**config.mk**
```make
export PLATFORM = sky130hd
export DESIGN_NAME = fifo_wr_arbiter
export DESIGN_NICKNAME = d
export VERILOG_FILES = /design/src/rtl/fifo_wr_arbiter_pkg.sv /design/src/rtl/fifo_wr_arbiter_rr_picker.sv /design/src/rtl/fifo_wr_arbiter.sv
export SDC_FILE = /design/constraint.sdc
export NUM_CORES = 1
export LEC_CHECK = 0
export ABC_AREA = 1
export CORE_MARGIN = 5
export CORE_UTILIZATION = 38
export DETAILED_ROUTE_END_ITERATION = 7
export GPL_ROUTABILITY_DRIVEN = 0
export PLACE_DENSITY = 0.86
export SLEW_MARGIN = 20
export SYNTH_ARGS = -nofsm -noshare
export SYNTH_HDL_FRONTEND = slang
export SYNTH_SLANG_ARGS = --single-unit
```
**constraint.sdc**
```tcl
create_clock -name SYSCLK -period 2.2 [get_ports SYSCLK]
set_input_delay 0.22 -clock SYSCLK [delete_from_list [all_inputs] [get_ports SYSCLK]]
set_output_delay 0.22 -clock SYSCLK [all_outputs]
set_load 0.03 [all_outputs]
```
**src/rtl/fifo_wr_arbiter_pkg.sv**
```systemverilog
`default_nettype none
// ============================================================================
// Module   : fifo_arb_pkg
// Purpose  : Shared types and constants for the FIFO write-port arbiter:
//            FSM state encoding, default word width, and the widths of the
//            beat, owner-index and stall counters.
// Revision : 1.0  initial release
// ============================================================================
package fifo_arb_pkg;

    localparam int c_DATA_W  = 8;   // default word width, matches the team FIFO
    localparam int c_CNT_W   = 4;   // beat counter width (MAX_BURST up to 15)
    localparam int c_ID_W    = 3;   // requester index width (N up to 8)
    localparam int c_STALL_W = 5;   // stall watchdog counter width

    typedef enum logic [0:0] {
        ST_IDLE  = 1'b0,
        ST_BURST = 1'b1
    } arb_state_t;

endpackage
`default_nettype wire

```
**src/rtl/fifo_wr_arbiter_rr_picker.sv**
```systemverilog
`default_nettype none
// ============================================================================
// Module   : rr_picker
// Purpose  : Purely combinational round-robin find-first. Searches i_req
//            starting at i_last+1 and wrapping modulo N.
// Ports    : i_req  [N]   request vector
//            i_last [3]   index of the previous owner (must be < N)
//            o_any        at least one request present
//            o_idx  [3]   index of the winning requester (0 when !o_any)
// Revision : 1.0  initial release
// ============================================================================
module rr_picker
    import fifo_arb_pkg::*;
#(
    parameter int N = 4
) (
    input  logic [N-1:0]        i_req,
    input  logic [c_ID_W-1:0]   i_last,
    output logic                o_any,
    output logic [c_ID_W-1:0]   o_idx
);

    // Candidate k is the requester at search distance k+1 from the last owner.
    logic [c_ID_W-1:0] w_cand [N];

    for (genvar k = 0; k < N; k++) begin : g_cand
        assign w_cand[k] = c_ID_W'((int'(i_last) + k + 1) % N);
    end

    // Walk from the farthest candidate to the nearest so the nearest hit
    // is the one left standing.
    always_comb begin
        o_any = 1'b0;
        o_idx = '0;
        for (int k = N - 1; k >= 0; k--) begin
            for (int j = 0; j < N; j++) begin
                if ((w_cand[k] == c_ID_W'(j)) && i_req[j]) begin
                    o_any = 1'b1;
                    o_idx = w_cand[k];
                end
            end
        end
    end

endmodule
`default_nettype wire

```
**src/rtl/fifo_wr_arbiter.sv**
```systemverilog
`default_nettype none
// ============================================================================
// Module   : fifo_wr_arbiter
// Purpose  : Shares the FIFO write port (WR_EN/FIFO_IN/FULL) among N
//            producers with round-robin arbitration and bounded bursts.
//            A granted producer keeps the port until it drops REQ or has
//            written MAX_BURST words; each new grant costs one IDLE cycle.
// Ports    : SYSCLK           clock, rising edge
//            RST              synchronous reset, active high
//            REQ      [N]     per-requester valid word
//            REQ_DATA [N*W]   requester i word at [i*W +: W]
//            GNT      [N]     one-hot, word of requester i accepted
//            FULL             FIFO full flag
//            WR_EN            FIFO write enable
//            FIFO_IN  [W]     FIFO write data (0 when WR_EN=0)
//            BUSY             arbiter is in BURST
//            CUR_ID   [3]     owning requester, valid while BUSY
//            STALL_ERR        one-cycle pulse when a burst is abandoned
// Options  : FIFO_ARB_WDOG_EN  enables the FULL-stall watchdog; without it
//                              stalls last indefinitely and STALL_ERR=0.
// Revision : 1.0  initial release
// ============================================================================
module fifo_wr_arbiter
    import fifo_arb_pkg::*;
#(
    parameter int N           = 4,
    parameter int DATA_W      = c_DATA_W,
    parameter int MAX_BURST   = 4,
    parameter int STALL_LIMIT = 16
) (
    input  logic                  SYSCLK,
    input  logic                  RST,
    input  logic [N-1:0]          REQ,
    input  logic [N*DATA_W-1:0]   REQ_DATA,
    output logic [N-1:0]          GNT,
    input  logic                  FULL,
    output logic                  WR_EN,
    output logic [DATA_W-1:0]     FIFO_IN,
    output logic                  BUSY,
    output logic [2:0]            CUR_ID,
    output logic                  STALL_ERR
);

    // ------------------------------------------------------------------
    // Parameter range guards
    // ------------------------------------------------------------------
    if (N < 2 || N > 8) begin : g_chk_n
        $error("fifo_wr_arbiter: N must be in 2..8");
    end
    if (MAX_BURST < 1 || MAX_BURST > 15) begin : g_chk_burst
        $error("fifo_wr_arbiter: MAX_BURST must be in 1..15");
    end
    if (STALL_LIMIT < 1 || STALL_LIMIT > 31) begin : g_chk_stall
        $error("fifo_wr_arbiter: STALL_LIMIT must be in 1..31");
    end

    // Comparing the pre-increment count against MAX_BURST-1 is the same
    // test as "beat_cnt+1 == MAX_BURST" without a wider adder.
    localparam logic [c_CNT_W-1:0] c_BEAT_LAST = c_CNT_W'(MAX_BURST - 1);
    // Last owner resets to N-1 so requester 0 is searched first.
    localparam logic [c_ID_W-1:0]  c_LAST_RST  = c_ID_W'(N - 1);

    arb_state_t             r_state,    w_state_nxt;
    logic [c_ID_W-1:0]      r_cur,      w_cur_nxt;
    logic [c_ID_W-1:0]      r_last,     w_last_nxt;
    logic [c_CNT_W-1:0]     r_beat_cnt, w_beat_nxt;

    logic                   w_pick_any;
    logic [c_ID_W-1:0]      w_pick_idx;
    logic                   w_own_req;
    logic [DATA_W-1:0]      w_own_data;
    logic                   w_burst;
    logic                   w_wr;
    logic                   w_abandon;

    // ------------------------------------------------------------------
    // Round-robin search
    // ------------------------------------------------------------------
    rr_picker #(
        .N      (N)
    ) u_picker (
        .i_req  (REQ),
        .i_last (r_last),
        .o_any  (w_pick_any),
        .o_idx  (w_pick_idx)
    );

    // ------------------------------------------------------------------
    // Owner's request and data; non-owner slices are ignored.
    // ------------------------------------------------------------------
    always_comb begin
        w_own_req  = 1'b0;
        w_own_data = '0;
        for (int i = 0; i < N; i++) begin
            if (r_cur == c_ID_W'(i)) begin
                w_own_req  = REQ[i];
                w_own_data = REQ_DATA[i*DATA_W +: DATA_W];
            end
        end
    end

    assign w_burst = (r_state == ST_BURST);
    // RST gates the write path so a reset mid-burst never leaks a word.
    assign w_wr    = w_burst & w_own_req & ~FULL & ~RST;

    for (genvar i = 0; i < N; i++) begin : g_gnt
        assign GNT[i] = w_wr & (r_cur == c_ID_W'(i));
    end

    assign WR_EN   = w_wr;
    assign FIFO_IN = w_wr ? w_own_data : '0;
    assign BUSY    = w_burst;
    assign CUR_ID  = r_cur;

    // ------------------------------------------------------------------
    // FULL-stall watchdog
    // ------------------------------------------------------------------
`ifdef FIFO_ARB_WDOG_EN
    localparam logic [c_STALL_W-1:0] c_STALL_LAST = c_STALL_W'(STALL_LIMIT - 1);

    logic [c_STALL_W-1:0]   r_stall_cnt, w_stall_nxt;
    logic                   w_stalling;

    assign w_stalling = w_burst & w_own_req & FULL;
    // The cycle that would bring the count to STALL_LIMIT is the abandon cycle.
    assign w_abandon  = w_stalling & (r_stall_cnt == c_STALL_LAST);
    assign STALL_ERR  = w_abandon & ~RST;

    // Counter only survives consecutive stall cycles; any write, idle
    // cycle or abandon clears it.
    always_comb begin
        w_stall_nxt = '0;
        if (w_stalling && !w_abandon) begin
            w_stall_nxt = r_stall_cnt + 1'b1;
        end
    end

    always_ff @(posedge SYSCLK) begin
        if (RST) begin
            r_stall_cnt <= '0;
        end else begin
            r_stall_cnt <= w_stall_nxt;
        end
    end
`else
    assign w_abandon = 1'b0;
    assign STALL_ERR = 1'b0;
`endif

    // ------------------------------------------------------------------
    // FSM next state
    // ------------------------------------------------------------------
    always_comb begin
        w_state_nxt = r_state;
        w_cur_nxt   = r_cur;
        w_last_nxt  = r_last;
        w_beat_nxt  = r_beat_cnt;
        case (r_state)
            ST_IDLE: begin
                if (w_pick_any) begin
                    w_state_nxt = ST_BURST;
                    w_cur_nxt   = w_pick_idx;
                    w_beat_nxt  = '0;
                end
            end
            ST_BURST: begin
                // Owner releasing the port wins over every other condition.
                if (!w_own_req) begin
                    w_state_nxt = ST_IDLE;
                    w_last_nxt  = r_cur;
                end else if (w_wr) begin
                    w_beat_nxt = r_beat_cnt + 1'b1;
                    if (r_beat_cnt == c_BEAT_LAST) begin
                        w_state_nxt = ST_IDLE;
                        w_last_nxt  = r_cur;
                    end
                end else if (w_abandon) begin
                    w_state_nxt = ST_IDLE;
                    w_last_nxt  = r_cur;
                end
                // Otherwise stalled on FULL: hold owner and beat count.
            end
            default: begin
                w_state_nxt = ST_IDLE;
            end
        endcase
    end

    always_ff @(posedge SYSCLK) begin
        if (RST) begin
            r_state    <= ST_IDLE;
            r_cur      <= '0;
            r_last     <= c_LAST_RST;
            r_beat_cnt <= '0;
        end else begin
            r_state    <= w_state_nxt;
            r_cur      <= w_cur_nxt;
            r_last     <= w_last_nxt;
            r_beat_cnt <= w_beat_nxt;
        end
    end

endmodule
`default_nettype wire

```
Yosys cells after proc, flatten, opt, wreduce, memory -nomap -nowiden --
Cells that the tools add are included.
Storage, ports and cells: register bits after elaboration 11, input port bits 39, logic and storage cells 127
Cells by class: add/sub/neg operators 7, bitwise gates (word level) 14, equality and inequality tests 21, reduce and logical (&&, ||, !) cells 28, mux-type cells 53
Operators by type and width (number):
- $add 32x2->32 const B | 3
- $mux 3 | 19
- $mux 8 | 5
- $eq 3x2->1 const B | 10
- $mux 1 | 24
- $logic_and 1x1->1 | 16
- $eq 3x1->1 const B | 5
- $logic_not 3->1 | 5
- $mux 4 | 3
- $and 1x1->1 | 10
- $ne 2x1->1 const B | 5
- $add 3x2->4 const B | 2
- $pmux 4 s2 | 1
- $reduce_or 2->1 | 4
- $reduce_and 3->1 | 2
- $add 3x1->4 const B | 1
- $add 4x1->4 const B | 1
- $eq 4x2->1 const B | 1
- $not 1->1 | 3
- $pmux 1 s2 | 1
- $reduce_and 2->1 | 1
- $and 1x1->1 const A | 1

Logic depth before layout (Yosys ltp) --
depth in word-level cells 24, mapped depth 11, depth with buffers taken out 11

Hierarchy --
From an unflattened synthesis, not the netlist that was laid out.
Second synthesis, totals: cells, all modules 199, area total of the unflattened synthesis 1228.7 um^2
By module, submodules not included:
- fifo_wr_arbiter | cells an instance 136, instances 1, area an instance 913.4 um^2, seq. area each 220.2 um^2
- rr_picker | cells an instance 63, instances 1, area an instance 315.3 um^2, seq. area each 0.0 um^2

Least setup slack after synthesis --
No wires, ideal clock.
path kind register to output, start point register r_state, in the netlist BUSY, end point output FIFO_IN[0], arrival time 1953 ps, path buffers 1, stages on the path, launching flop included 6, path slack 27 ps, cell sequence dfxtp_1 inv_1 nor3_1 nand3_4 buf_6 o21ai_0
On the way: longest elaborated chain between the ends 4
RTL lines:
- start, declared | line fifo_wr_arbiter.sv:63 | arb_state_t r_state, w_state_nxt;
- start signal, assigned | line fifo_wr_arbiter.sv:196 | r_state <= w_state_nxt;
- $and 1x1->1 (3 in series) | line fifo_wr_arbiter.sv:104 | assign w_wr = w_burst & w_own_req & ~FULL & ~RST;
- $mux 8 | line fifo_wr_arbiter.sv:111 | assign FIFO_IN = w_wr ? w_own_data : '0;
- end, declared | line fifo_wr_arbiter.sv:38 | output logic [DATA_W-1:0] FIFO_IN,
No other way between the ends.

Worst setup path after layout --
Ends and elaborated chain as after synthesis.

==> results.toml <==
[sta]
finalMaxSlewViolations = 0
setup_viol = 0
hold_viol = 0
timing.hold.ws_ns = 0.494
final.setup.tns_ns = 0
post-route-period-util = 0.929
rsz0062_at_grt = "no"
fmax_ghz = 0.489
min_period_ns = 2.04
finClkSkew_ns = 0.000822

[logic_synthesis]
yosysSeqAreaShare = 0.180
syn_area_sq_um = 1000
synth_fa_ha_area_frac = 0.0626
avgSynthCellArea_sq_um = 5.88
syn_inst = 170
yosysWarnings = 0
synth_compound_area_frac = 0.217
synth_top_family_by_area = "simple AND/OR/NAND/NOR gates"
synth_xor_xnor_area_share = 0.0175
ys_ff_latch = 9
synth-simple-area-share = 0.431
yosys.cell_types.count = 29
synth.area.mux_share = 0

[setup_path]
critPathLaunchType = "register"
crit_path_max_fanout = 8
cp-end-kind = "output port"
arrival_ns = 1.82
crit_start = "BUSY"
path_class = "register to output port"
cp.required_ns = 1.98
r2r_start = "r_last[0]"

[routing]
drt_pass1_iterations = 4
vias = 1358
vias_per_cell = 5.20
routed_wl_mm = 3.38
drcViolationCount = 0
routedWlPerCell_microns = 12.9
drtAntennaViolNets = 0
drtIter0Drc = 123

[power]
max-vdd-ir-drop_mv = 0.672
p_sw_frac = 0.522
intPower_w = 0.000680
power.leakage_nw = 0.740
p_switching_w = 0.000741
powerDensity_nw_per_um2 = 886
sequentialPowerShare = 0.198
pwr-share-comb = 0.712
clockPowerShare = 0.090

[floorplanning]
dieArea_sq_um = 3760
die_x_microns = 61.3
die_y_microns = 61.3
core_sq_um = 2500
start_util = 0.400
ios = 57
rows = 18

[global_route]
grt_pass1_wl_mm = 5.14
gr-total-overflow = 0
track_usage = 0.182
antenna_found_initial = 0
grt_pass1_vias = 1198
grt_max_degree = 14

[layout]
utilization = 0.641
diodes = 0
area_growth_pct = 60.3
fin_cells = 261
drive_above_1_share = 0.165
nNetsFinal = 276
fill_cells = 243
seq_area_sq_um = 183
multiInputGateArea_sq_um = 739

[clock_network]
worstSkewPairLatency_ns = 0.26
numClockSinks = 9
numCtsBuffers = 3
cts_tree = "yes"
clk_pin_slew_ns = 0.06
htree_levels = 1
root_buffer = "clkbuf_4"
cts_buffer_depth = 2

[placement]
hpwl_mm = 2.71
io_buffers = 54
dp.cells = 253

[worst_hold_path]
hp-start = "CUR_ID[1]"
hold_class = "register to register"

[run]
drv_cap = 0

[run_status]
status = "completed"
path summary, 6_finish.rpt:
path | depth (start not counted) | to | slack [ns]
max | 7 | FIFO_IN[0] | 0.16
min | 2 | CUR_ID[1] | 0.49
max reg2reg | 11 | CUR_ID[0] | 0.30
min reg2reg | 2 | CUR_ID[1] | 0.49
worst max-delay path, cell delays in order (launching register included):
cell,delay (ns)
dfxtp_1,0.38
inv_1,0.11
nor3_1,0.31
nand3_4,0.18
nor2_4,0.24
nand2_1,0.07
o21ai_0,0.09
buf_4,0.20
power by group through the flow:
stage,Clock [W],Combinational [W],Sequential (W)
after floorplan,0,0.000662,0.000293
after global placement,0,0.000971,0.000274
after detailed placement,0,0.000983,0.000276
after CTS,0.000134,0.000989,0.000273
after global routing,0.000143,0.00115,0.000292
final,0.000128,0.00101,0.000281
timing repair:
| item | CTS | global route |
|---|---|---|
| hold buffers | 0 | 0 |
| endpoints found under the setup margin | 0 | 8 |
| buffers inserted | 0 | 4 |
| endpoints found under the hold margin | 0 | 0 |
| gates resized for setup | 0 | 4 |
layout by cell type (no fill, tap or decap):
cell             instances
nor3_1                   3
nand3_4                  1
clkbuf_4                 3
xor2_1                   1
ha_1                     5
buf_4                   22
dfxtp_2                  2
o211ai_1                 2
nor2_2                   2
xnor2_1                  1
conb_1                   2
o21ai_1                  1
inv_1                   11
nor3b_1                  1
o31ai_1                  1
nand3_2                  1
nor2_1                  14
a311oi_2                 1
nand2_1                 57
o31ai_2                  1
o22ai_1                  2
or2_2                    3
o21ai_2                  1
clkbuf_1                 1
dfxtp_1                  7
nor2_4                   1
nand3_1                 14
nand4_1                  1
a21oi_1                  7
clkdlybuf4s50_1         41
o21ai_0                 21
layout make-up:
class                   count  area share
flip-flops and latches      9       0.114
multi-input cells         144       0.461
inverters                  11      0.0258
well taps                  30      0.0234
repair buffers             63       0.359
clock buffers               4      0.0164
metrics by stage:
stage               area, sq um  total power [W]  setup slack (ns)
floorplan                  1000         0.000954            0.0270
global placement           1540          0.00124             0.219
detailed placement         1540          0.00126             0.137
CTS                        1570          0.00140           0.00923
global route               1600          0.00158            0.0151
finish                     1600          0.00142             0.156
flip-flops by register name, indices dropped and copies added, names as in the netlist:
name and count:
r_last 2, r_beat_cnt 4, BUSY 1, CUR_ID 2
cells in the mapped netlist, drive strengths merged:
master / count / area (sq um)
a311oi: 1 / 15.0
xor2: 1 / 8.76
nor3b: 1 / 7.51
nor2: 17 / 71.3
o21ai: 23 / 119
o31ai: 2 / 20.0
nand3: 16 / 97.6
ha: 5 / 62.6
nand4: 1 / 6.26
or2: 3 / 18.8
clkbuf: 1 / 3.75
conb: 1 / 3.75
buf: 6 / 43.8
nand2: 57 / 214
o22ai: 2 / 12.5
dfxtp: 9 / 180
nor3: 3 / 15.0
inv: 11 / 41.3
xnor2: 1 / 8.76
a21oi: 7 / 35.0
o211ai: 2 / 15.0
kinds of logic (layout without fill, tap and decap cells):
| kind of cell | after synthesis | count (layout) |
|---|---|---|
| buffers and inverters | 18 | 78 |
| other | 1 | 2 |
| flip-flops | 9 | 9 |
| XOR/XNOR | 2 | 2 |
| AO/OA/AOI/OAI | 37 | 37 |
| AND/OR/NAND/NOR | 98 | 98 |
| adder cells (fa/ha/maj) | 5 | 5 |
routing by layer:
metal	part of all wire	wire (microns)	track usage	up-vias
li1	-	-	-	687
met1	0.38	1280	0.226	596
met4	0.011	36	0.0712	0
met2	0.44	1480	0.301	71
met5	0	0	0	-
met3	0.17	575	0.0461	4
Note: power is estimated with default switching activity, not from simulation.
